### src/rtl/alu_pkg.sv
// rtl/alu_pkg.sv - shared ALU op encodings, legal-op bound and arbiter state encoding
package alu_pkg;

  typedef enum logic [4:0] {
    OP_ADD  = 5'b00000,
    OP_SUB  = 5'b00001,
    OP_SLL  = 5'b00010,
    OP_SLT  = 5'b00011,
    OP_SLTU = 5'b00100,
    OP_XOR  = 5'b00101,
    OP_SRL  = 5'b00110,
    OP_SRA  = 5'b00111,
    OP_OR   = 5'b01000,
    OP_AND  = 5'b01001
  } aluop_e;

  localparam logic [4:0] LAST_LEGAL_OP = 5'b01001;

  typedef enum logic {
    EMPTY = 1'b0,
    FULL  = 1'b1
  } state_e;

endpackage

### src/rtl/alu_arbiter_if.sv
// rtl/alu_arbiter_if.sv - two-requester ALU request bus plus registered response channel
interface alu_arbiter_if;

  logic        r0_valid;
  logic        r0_ready;
  logic [31:0] r0_a;
  logic [31:0] r0_b;
  logic [4:0]  r0_op;
  logic        r1_valid;
  logic        r1_ready;
  logic [31:0] r1_a;
  logic [31:0] r1_b;
  logic [4:0]  r1_op;
  logic        rsp_valid;
  logic        rsp_ready;
  logic [31:0] rsp_y;
  logic        rsp_zero;
  logic        rsp_src;
  logic        rsp_err;

  modport master (
    output r0_valid, r0_a, r0_b, r0_op,
    output r1_valid, r1_a, r1_b, r1_op,
    output rsp_ready,
    input  r0_ready, r1_ready,
    input  rsp_valid, rsp_y, rsp_zero, rsp_src, rsp_err
  );

  modport slave (
    input  r0_valid, r0_a, r0_b, r0_op,
    input  r1_valid, r1_a, r1_b, r1_op,
    input  rsp_ready,
    output r0_ready, r1_ready,
    output rsp_valid, rsp_y, rsp_zero, rsp_src, rsp_err
  );

endinterface

### src/rtl/alu_arbiter_alu.sv
// rtl/alu_arbiter_alu.sv - combinational ALU; illegal ops yield zero
module alu
  import alu_pkg::*;
(
  input  logic [31:0] A,
  input  logic [31:0] B,
  input  logic [4:0]  ALUop,
  output logic [31:0] Y,
  output logic        zero
);

  always_comb begin
    Y = 32'h0;
    case (ALUop)
      OP_ADD:  Y = A + B;
      OP_SUB:  Y = A - B;
      OP_SLL:  Y = A << B[4:0];
      OP_SLT:  Y = {31'h0, $signed(A) < $signed(B)};
      OP_SLTU: Y = {31'h0, A < B};
      OP_XOR:  Y = A ^ B;
      OP_SRL:  Y = A >> B[4:0];
      OP_SRA:  Y = $unsigned($signed(A) >>> B[4:0]);
      OP_OR:   Y = A | B;
      OP_AND:  Y = A & B;
      default: Y = 32'h0;
    endcase
  end

  assign zero = (Y == 32'h0);

endmodule

### src/rtl/alu_arbiter.sv
// rtl/alu_arbiter.sv - two-way arbiter in front of one shared ALU with a single response register
module alu_arbiter
  import alu_pkg::*;
#(
  parameter bit RR_EN = 1'b1
) (
  input  logic         clk,
  input  logic         rst,
  alu_arbiter_if.slave bus
);

  state_e      state;
  state_e      state_nxt;
  logic        last_gnt;
  logic        slot_free;
  logic        gnt_idx;
  logic        gnt_any;
  logic [31:0] a_sel;
  logic [31:0] b_sel;
  logic [4:0]  op_sel;
  logic [31:0] alu_y;
  logic        alu_zero;
  logic [31:0] rsp_y_q;
  logic        rsp_zero_q;
  logic        rsp_src_q;
  logic        rsp_err_q;

  // Grant choice depends only on valids and pointer, never on operand data.
  always_comb begin
    slot_free = (state == EMPTY) || bus.rsp_ready;
    if (bus.r0_valid && bus.r1_valid)
      gnt_idx = RR_EN ? ~last_gnt : 1'b0;
    else
      gnt_idx = bus.r1_valid;
    gnt_any      = !rst && slot_free && (bus.r0_valid || bus.r1_valid);
    bus.r0_ready = gnt_any && !gnt_idx;
    bus.r1_ready = gnt_any && gnt_idx;
  end

  always_comb begin
    state_nxt = state;
    if (gnt_any)
      state_nxt = FULL;
    else if (state == FULL && bus.rsp_ready)
      state_nxt = EMPTY;
  end

  assign a_sel  = gnt_idx ? bus.r1_a  : bus.r0_a;
  assign b_sel  = gnt_idx ? bus.r1_b  : bus.r0_b;
  assign op_sel = gnt_idx ? bus.r1_op : bus.r0_op;

  alu u_alu (
    .A     (a_sel),
    .B     (b_sel),
    .ALUop (op_sel),
    .Y     (alu_y),
    .zero  (alu_zero)
  );

  always_ff @(posedge clk) begin
    if (rst) begin
      state      <= EMPTY;
      last_gnt   <= 1'b1;
      rsp_y_q    <= 32'h0;
      rsp_zero_q <= 1'b0;
      rsp_src_q  <= 1'b0;
      rsp_err_q  <= 1'b0;
    end else begin
      state <= state_nxt;
      if (gnt_any) begin
        last_gnt   <= gnt_idx;
        rsp_y_q    <= alu_y;
        rsp_zero_q <= alu_zero;
        rsp_src_q  <= gnt_idx;
        rsp_err_q  <= (op_sel > LAST_LEGAL_OP);
      end
    end
  end

  assign bus.rsp_valid = (state == FULL);
  assign bus.rsp_y     = rsp_y_q;
  assign bus.rsp_zero  = rsp_zero_q;
  assign bus.rsp_src   = rsp_src_q;
  assign bus.rsp_err   = rsp_err_q;

endmodule

### src/flat_wrapper.sv
// flat-port wrapper written by rule: the top's interface ports become plain ports
module alu_arbiter_flat import alu_pkg::*;
#(
  parameter bit RR_EN = 1'b1
)
  (clk, rst, bus_r0_valid, bus_r0_a, bus_r0_b, bus_r0_op, bus_r1_valid, bus_r1_a, bus_r1_b, bus_r1_op, bus_rsp_ready, bus_r0_ready, bus_r1_ready, bus_rsp_valid, bus_rsp_y, bus_rsp_zero, bus_rsp_src, bus_rsp_err);
  alu_arbiter_if bus_i ();
  input  logic clk;
  input  logic rst;
  input wire logic [$bits(bus_i.r0_valid)-1:0] bus_r0_valid;
  input wire logic [$bits(bus_i.r0_a)-1:0] bus_r0_a;
  input wire logic [$bits(bus_i.r0_b)-1:0] bus_r0_b;
  input wire logic [$bits(bus_i.r0_op)-1:0] bus_r0_op;
  input wire logic [$bits(bus_i.r1_valid)-1:0] bus_r1_valid;
  input wire logic [$bits(bus_i.r1_a)-1:0] bus_r1_a;
  input wire logic [$bits(bus_i.r1_b)-1:0] bus_r1_b;
  input wire logic [$bits(bus_i.r1_op)-1:0] bus_r1_op;
  input wire logic [$bits(bus_i.rsp_ready)-1:0] bus_rsp_ready;
  output wire logic [$bits(bus_i.r0_ready)-1:0] bus_r0_ready;
  output wire logic [$bits(bus_i.r1_ready)-1:0] bus_r1_ready;
  output wire logic [$bits(bus_i.rsp_valid)-1:0] bus_rsp_valid;
  output wire logic [$bits(bus_i.rsp_y)-1:0] bus_rsp_y;
  output wire logic [$bits(bus_i.rsp_zero)-1:0] bus_rsp_zero;
  output wire logic [$bits(bus_i.rsp_src)-1:0] bus_rsp_src;
  output wire logic [$bits(bus_i.rsp_err)-1:0] bus_rsp_err;
  assign bus_i.r0_valid = bus_r0_valid;
  assign bus_i.r0_a = bus_r0_a;
  assign bus_i.r0_b = bus_r0_b;
  assign bus_i.r0_op = bus_r0_op;
  assign bus_i.r1_valid = bus_r1_valid;
  assign bus_i.r1_a = bus_r1_a;
  assign bus_i.r1_b = bus_r1_b;
  assign bus_i.r1_op = bus_r1_op;
  assign bus_i.rsp_ready = bus_rsp_ready;
  assign bus_r0_ready = bus_i.r0_ready;
  assign bus_r1_ready = bus_i.r1_ready;
  assign bus_rsp_valid = bus_i.rsp_valid;
  assign bus_rsp_y = bus_i.rsp_y;
  assign bus_rsp_zero = bus_i.rsp_zero;
  assign bus_rsp_src = bus_i.rsp_src;
  assign bus_rsp_err = bus_i.rsp_err;
  alu_arbiter #(.RR_EN(RR_EN)) u_core (.clk(clk), .rst(rst), .bus(bus_i));
endmodule
### config.mk
export PLATFORM = sky130hd
export DESIGN_NAME = alu_arbiter_flat
export DESIGN_NICKNAME = d
export VERILOG_FILES = /design/src/rtl/alu_pkg.sv /design/src/rtl/alu_arbiter_if.sv /design/src/rtl/alu_arbiter_alu.sv /design/src/rtl/alu_arbiter.sv /design/src/flat_wrapper.sv
export SDC_FILE = /design/constraint.sdc
export NUM_CORES = 1
export LEC_CHECK = 0
export BUFFER_PORTS_ARGS = -buffer_cell sky130_fd_sc_hd__buf_2
export CAP_MARGIN = 15
export CORE_UTILIZATION = 50
export DETAILED_ROUTE_END_ITERATION = 8
export PLACE_DENSITY = 0.71
export SETUP_SLACK_MARGIN = 0.4
export SLEW_MARGIN = 30
export SYNTH_ARGS = -nofsm -noshare
export SYNTH_HDL_FRONTEND = slang
export SYNTH_SLANG_ARGS = --single-unit
### constraint.sdc
create_clock -name clk -period 8 [get_ports clk]
set_input_delay 1.6 -clock clk [delete_from_list [all_inputs] [get_ports clk]]
set_output_delay 1.6 -clock clk [all_outputs]
set_load 0.05 [all_outputs]
==> results.rst <==
.. list-table::
   :header-rows: 1

   * - Metric
     - Value
   * - Least setup slack across all paths after layout
     - 1.13 ns
   * - Post-synthesis cell area
     - 13700 µm²
   * - Setup-failing EPs final
     - 0
   * - Count of warnings emitted by yosys
     - 0
   * - Fin area
     - 14900 µm²
   * - Worst slack at placement
     - 1.04 ns
   * - Max Fanout on Critical Path
     - 27
   * - Pin count of the biggest net entering global routing
     - 66
   * - Detailed-routing iteration count for the pre-antenna-repair pass
     - 7
   * - Commonest cells in the synthesized netlist
     - sky130_fd_sc_hd__nand2_1, sky130_fd_sc_hd__mux2i_1, sky130_fd_sc_hd__nor2_1, sky130_fd_sc_hd__a21oi_1, sky130_fd_sc_hd__inv_1
   * - Routed wl met3
     - 9.12 mm
   * - Prevailing post-synth register cell
     - sky130_fd_sc_hd__dfxtp_1
   * - CTS clk-pin slew, worst paths
     - 0.06 ns
   * - CTS sink count
     - 37
   * - Post-synthesis cell count
     - 2066
   * - Worst-skew pair later-pin latency
     - 0.29 ns
   * - Number of global-route vias before repair
     - 16200
   * - Core utilization of the finished layout
     - 0.555
   * - Synth-to-layout area growth
     - 9.02%
   * - Setup repair after global routing missed its margin
     - no
   * - Site Rows
     - 60
   * - Arrival time of data at the critical path endpoint
     - 7.09 ns
   * - Cts repair resizes
     - 0
   * - Setup tns final
     - 0 ns
   * - Maximum ir drop on the vdd rail
     - 0.126 mV
   * - Synthesized area per cell
     - 6.63 µm²
   * - GP Congestion
     - 1.07
   * - Number of input and output port buffers inserted
     - 180
   * - Initial core utilization
     - 0.509
   * - Final clock period utilization by the worst path
     - 0.859
   * - Die width
     - 167 µm
   * - Area share of the leading cell type in the synthesized netlist
     - 0.152
   * - Number of buffers inserted to repair setup after CTS
     - 0
   * - Max-slew headroom
     - 0.233
   * - GRT Total Usage
     - 0.490
   * - Cell chosen for the clock root
     - sky130_fd_sc_hd__clkbuf_16
   * - Maximum cell stage delay along the critical path
     - 0.66 ns
   * - Total number of vias
     - 18000
   * - Proportion of synthesized flip-flops having asynchronous set or reset
     - 0
   * - Met2 Wirelength
     - 29.4 mm
   * - Combinational fraction of design power
     - 0.777
   * - Critical-path cell list
     - buf_2 > a21boi_4 > buf_4 > nand2_1 > nand2_1 > ha_1 > or2_4 > or4_4 > o221ai_2 > nor4_1 > buf_4 > o41ai_4 > o21ai_0 > a211o_1 > nor3_1 > nand4b_1 > nor3_1 > nand4_1 > o21ai_1
   * - Antenna-violating nets left
     - 0
   * - Internal power component
     - 859 µW
   * - Buffer depth of the longest clock path
     - 2
   * - Vias per cell
     - 7.24
   * - Remaining global-route overflow
     - 0
   * - Clock tree from TritonCTS
     - yes
   * - Core area
     - 26900 µm²
   * - Portion of total power attributed to the clock network
     - 0.117
   * - Category of the worst setup path capture point
     - register
   * - Final number of hold-violating endpoints
     - 0
   * - Synthesized flop and latch total
     - 37
   * - FMAX
     - 146 MHz
   * - Floorplan die area
     - 28000 µm²
   * - First-pass GRT wire length
     - 104 mm
   * - Number of buffers created by CTS
     - 5
   * - Final-report max-slew violation count
     - 0
   * - Classification of the worst setup path
     - in2reg
   * - Top cell type by total area after synthesis
     - sky130_fd_sc_hd__mux2i_1
   * - H-tree levels
     - 2
   * - Pleak
     - 6.93 nW
   * - Critical Path RT
     - 8.23 ns
   * - Outcome
     - completed
   * - Worst-path cell with the longest stage delay
     - sky130_fd_sc_hd__a21boi_4
   * - Top-count cell post-synth
     - sky130_fd_sc_hd__nand2_1
   * - Post-Syn Nets
     - 2308
   * - Post-layout net count
     - 2388
   * - Number of different library cells in the post-synthesis netlist
     - 92
   * - Post-detailed-routing wire length
     - 71.2 mm
   * - Class of the tightest hold or removal check
     - reg2reg
   * - Sequential power share
     - 0.106
   * - Height of the chip
     - 167 µm
   * - Area contributors post-synth
     - sky130_fd_sc_hd__mux2i_1, sky130_fd_sc_hd__nand2_1, sky130_fd_sc_hd__ha_1
   * - Standard cell area after detailed placement
     - 14700 µm²
   * - Sequential-to-total area share from yosys stat
     - 0.0541
   * - Max-Cap Viols
     - 0
   * - Switching Share
     - 0.580
   * - Post-Route Skew
     - 0.00539 ns
   * - Half-perimeter wire length after placement
     - 55.1 mm
   * - WL per Instance
     - 28.6 µm
   * - Fraction of final layout cells sized beyond drive strength 1
     - 0.156
   * - Switching power of the nets
     - 1.19 mW
   * - Post-layout min period
     - 6.87 ns
   * - Number of flops mapped to enable cells by yosys
     - 0
   * - Number of top-level design ports
     - 181
   * - Category of the worst setup path launch point
     - primary input
   * - Transition time at the pin with the least slew margin
     - 1.14 ns
   * - Routed length on met1
     - 27.5 mm
   * - Initial DRC Count
     - 2898
   * - Total power per unit cell area
     - 137 nW/µm²
   * - Antenna violations before repair
     - 2
   * - Number of remaining DRC errors
     - 0
   * - Highest metal layer with signal wires
     - met5
   * - Cts-stage hold buffer count
     - 0
==> worst max-delay path: cells and delay by family <==
family | cells | cell delay [ns]
AO/OA/AOI/OAI | 6 | 2.15
buffers and inverters | 3 | 0.72
AND/OR/NAND/NOR | 9 | 2.16
adder cells (fa/ha/maj) | 1 | 0.44
==> layout make-up <==
class,count,area (µm²)
fill,2768,12000
multi-input combinational,1752,11800
timing repair buffer,232,1300
sequential,37,741
inverter,118,445
tap,341,427
clock buffer,6,139
clock inverter,2,37.5
antenna,2,5.00
==> metrics by stage <==
stage | hold WS (ns) | total power, mW | cells
floorplan | 0.486 | 1.23 | 2066
global placement | 0.440 | 1.71 | 2479
detailed placement | 0.443 | 1.72 | 2479
CTS | 0.452 | 1.96 | 2487
global route | 0.468 | 2.12 | 2489
finish | 0.452 | 2.05 | 2490
==> power by group through the flow <==
stage	logic (mW)	clock network, mW	registers [mW]
final	1.59	0.239	0.218
after global routing	1.65	0.250	0.220
after detailed placement	1.50	0	0.221
after global placement	1.49	0	0.220
after CTS	1.51	0.238	0.218
after floorplan	0.937	0	0.293
==> registers in the layout, summed over array words and instances (netlist names) <==
signal and count:
u_core.bus.rsp_y 32, u_core.bus.rsp_err 1, u_core.bus.rsp_valid 1, u_core.bus.rsp_zero 1
u_core.last_gnt 1, u_core.bus.rsp_src 1
==> placed cells by master, fill, tap and decap left out, types with 37 or more instances in the layout <==
master                     count
sky130_fd_sc_hd__a211oi_1     46
sky130_fd_sc_hd__a21oi_1     146
sky130_fd_sc_hd__buf_2       180
sky130_fd_sc_hd__buf_4        49
sky130_fd_sc_hd__dfxtp_1      37
sky130_fd_sc_hd__ha_1         97
sky130_fd_sc_hd__inv_1       115
sky130_fd_sc_hd__mux2_2       54
sky130_fd_sc_hd__mux2i_1     204
sky130_fd_sc_hd__nand2_1     345
sky130_fd_sc_hd__nand3_1      75
sky130_fd_sc_hd__nor2_1      151
sky130_fd_sc_hd__nor3_1       43
sky130_fd_sc_hd__o21ai_0     112
==> kinds of logic (layout without fill, tap and decap cells) <==
logic type      after synthesis  count (layout)  synth area share
buf+inv                     277             358            0.0856
other cells                   0               2                 0
fa+ha+maj                    99              99            0.0916
xor+xnor                     11              11           0.00704
compound gates              606             606             0.302
simple gates                769             769             0.255
flops                        37              37            0.0541
mux                         267             267             0.204
==> routing by layer <==
layer	vias up	global-route usage
li1	7791	-
met1	8455	0.640
met2	1474	0.725
met3	314	0.116
met4	2	0.297
met5	-	0
==> path summary, 6_finish.rpt <==
check | to | from | slack (ns) | depth (start not counted)
worst max register to register | u_core.bus.rsp_zero | u_core.last_gnt | 2.15 | 18
worst max-delay path | u_core.bus.rsp_zero | bus_r1_valid | 1.13 | 19
worst min-delay path | u_core.bus.rsp_y[11] | u_core.bus.rsp_y[11] | 0.45 | 2
worst min register to register | u_core.bus.rsp_y[11] | u_core.bus.rsp_y[11] | 0.45 | 2
Note: power is estimated with default switching activity, not from simulation.
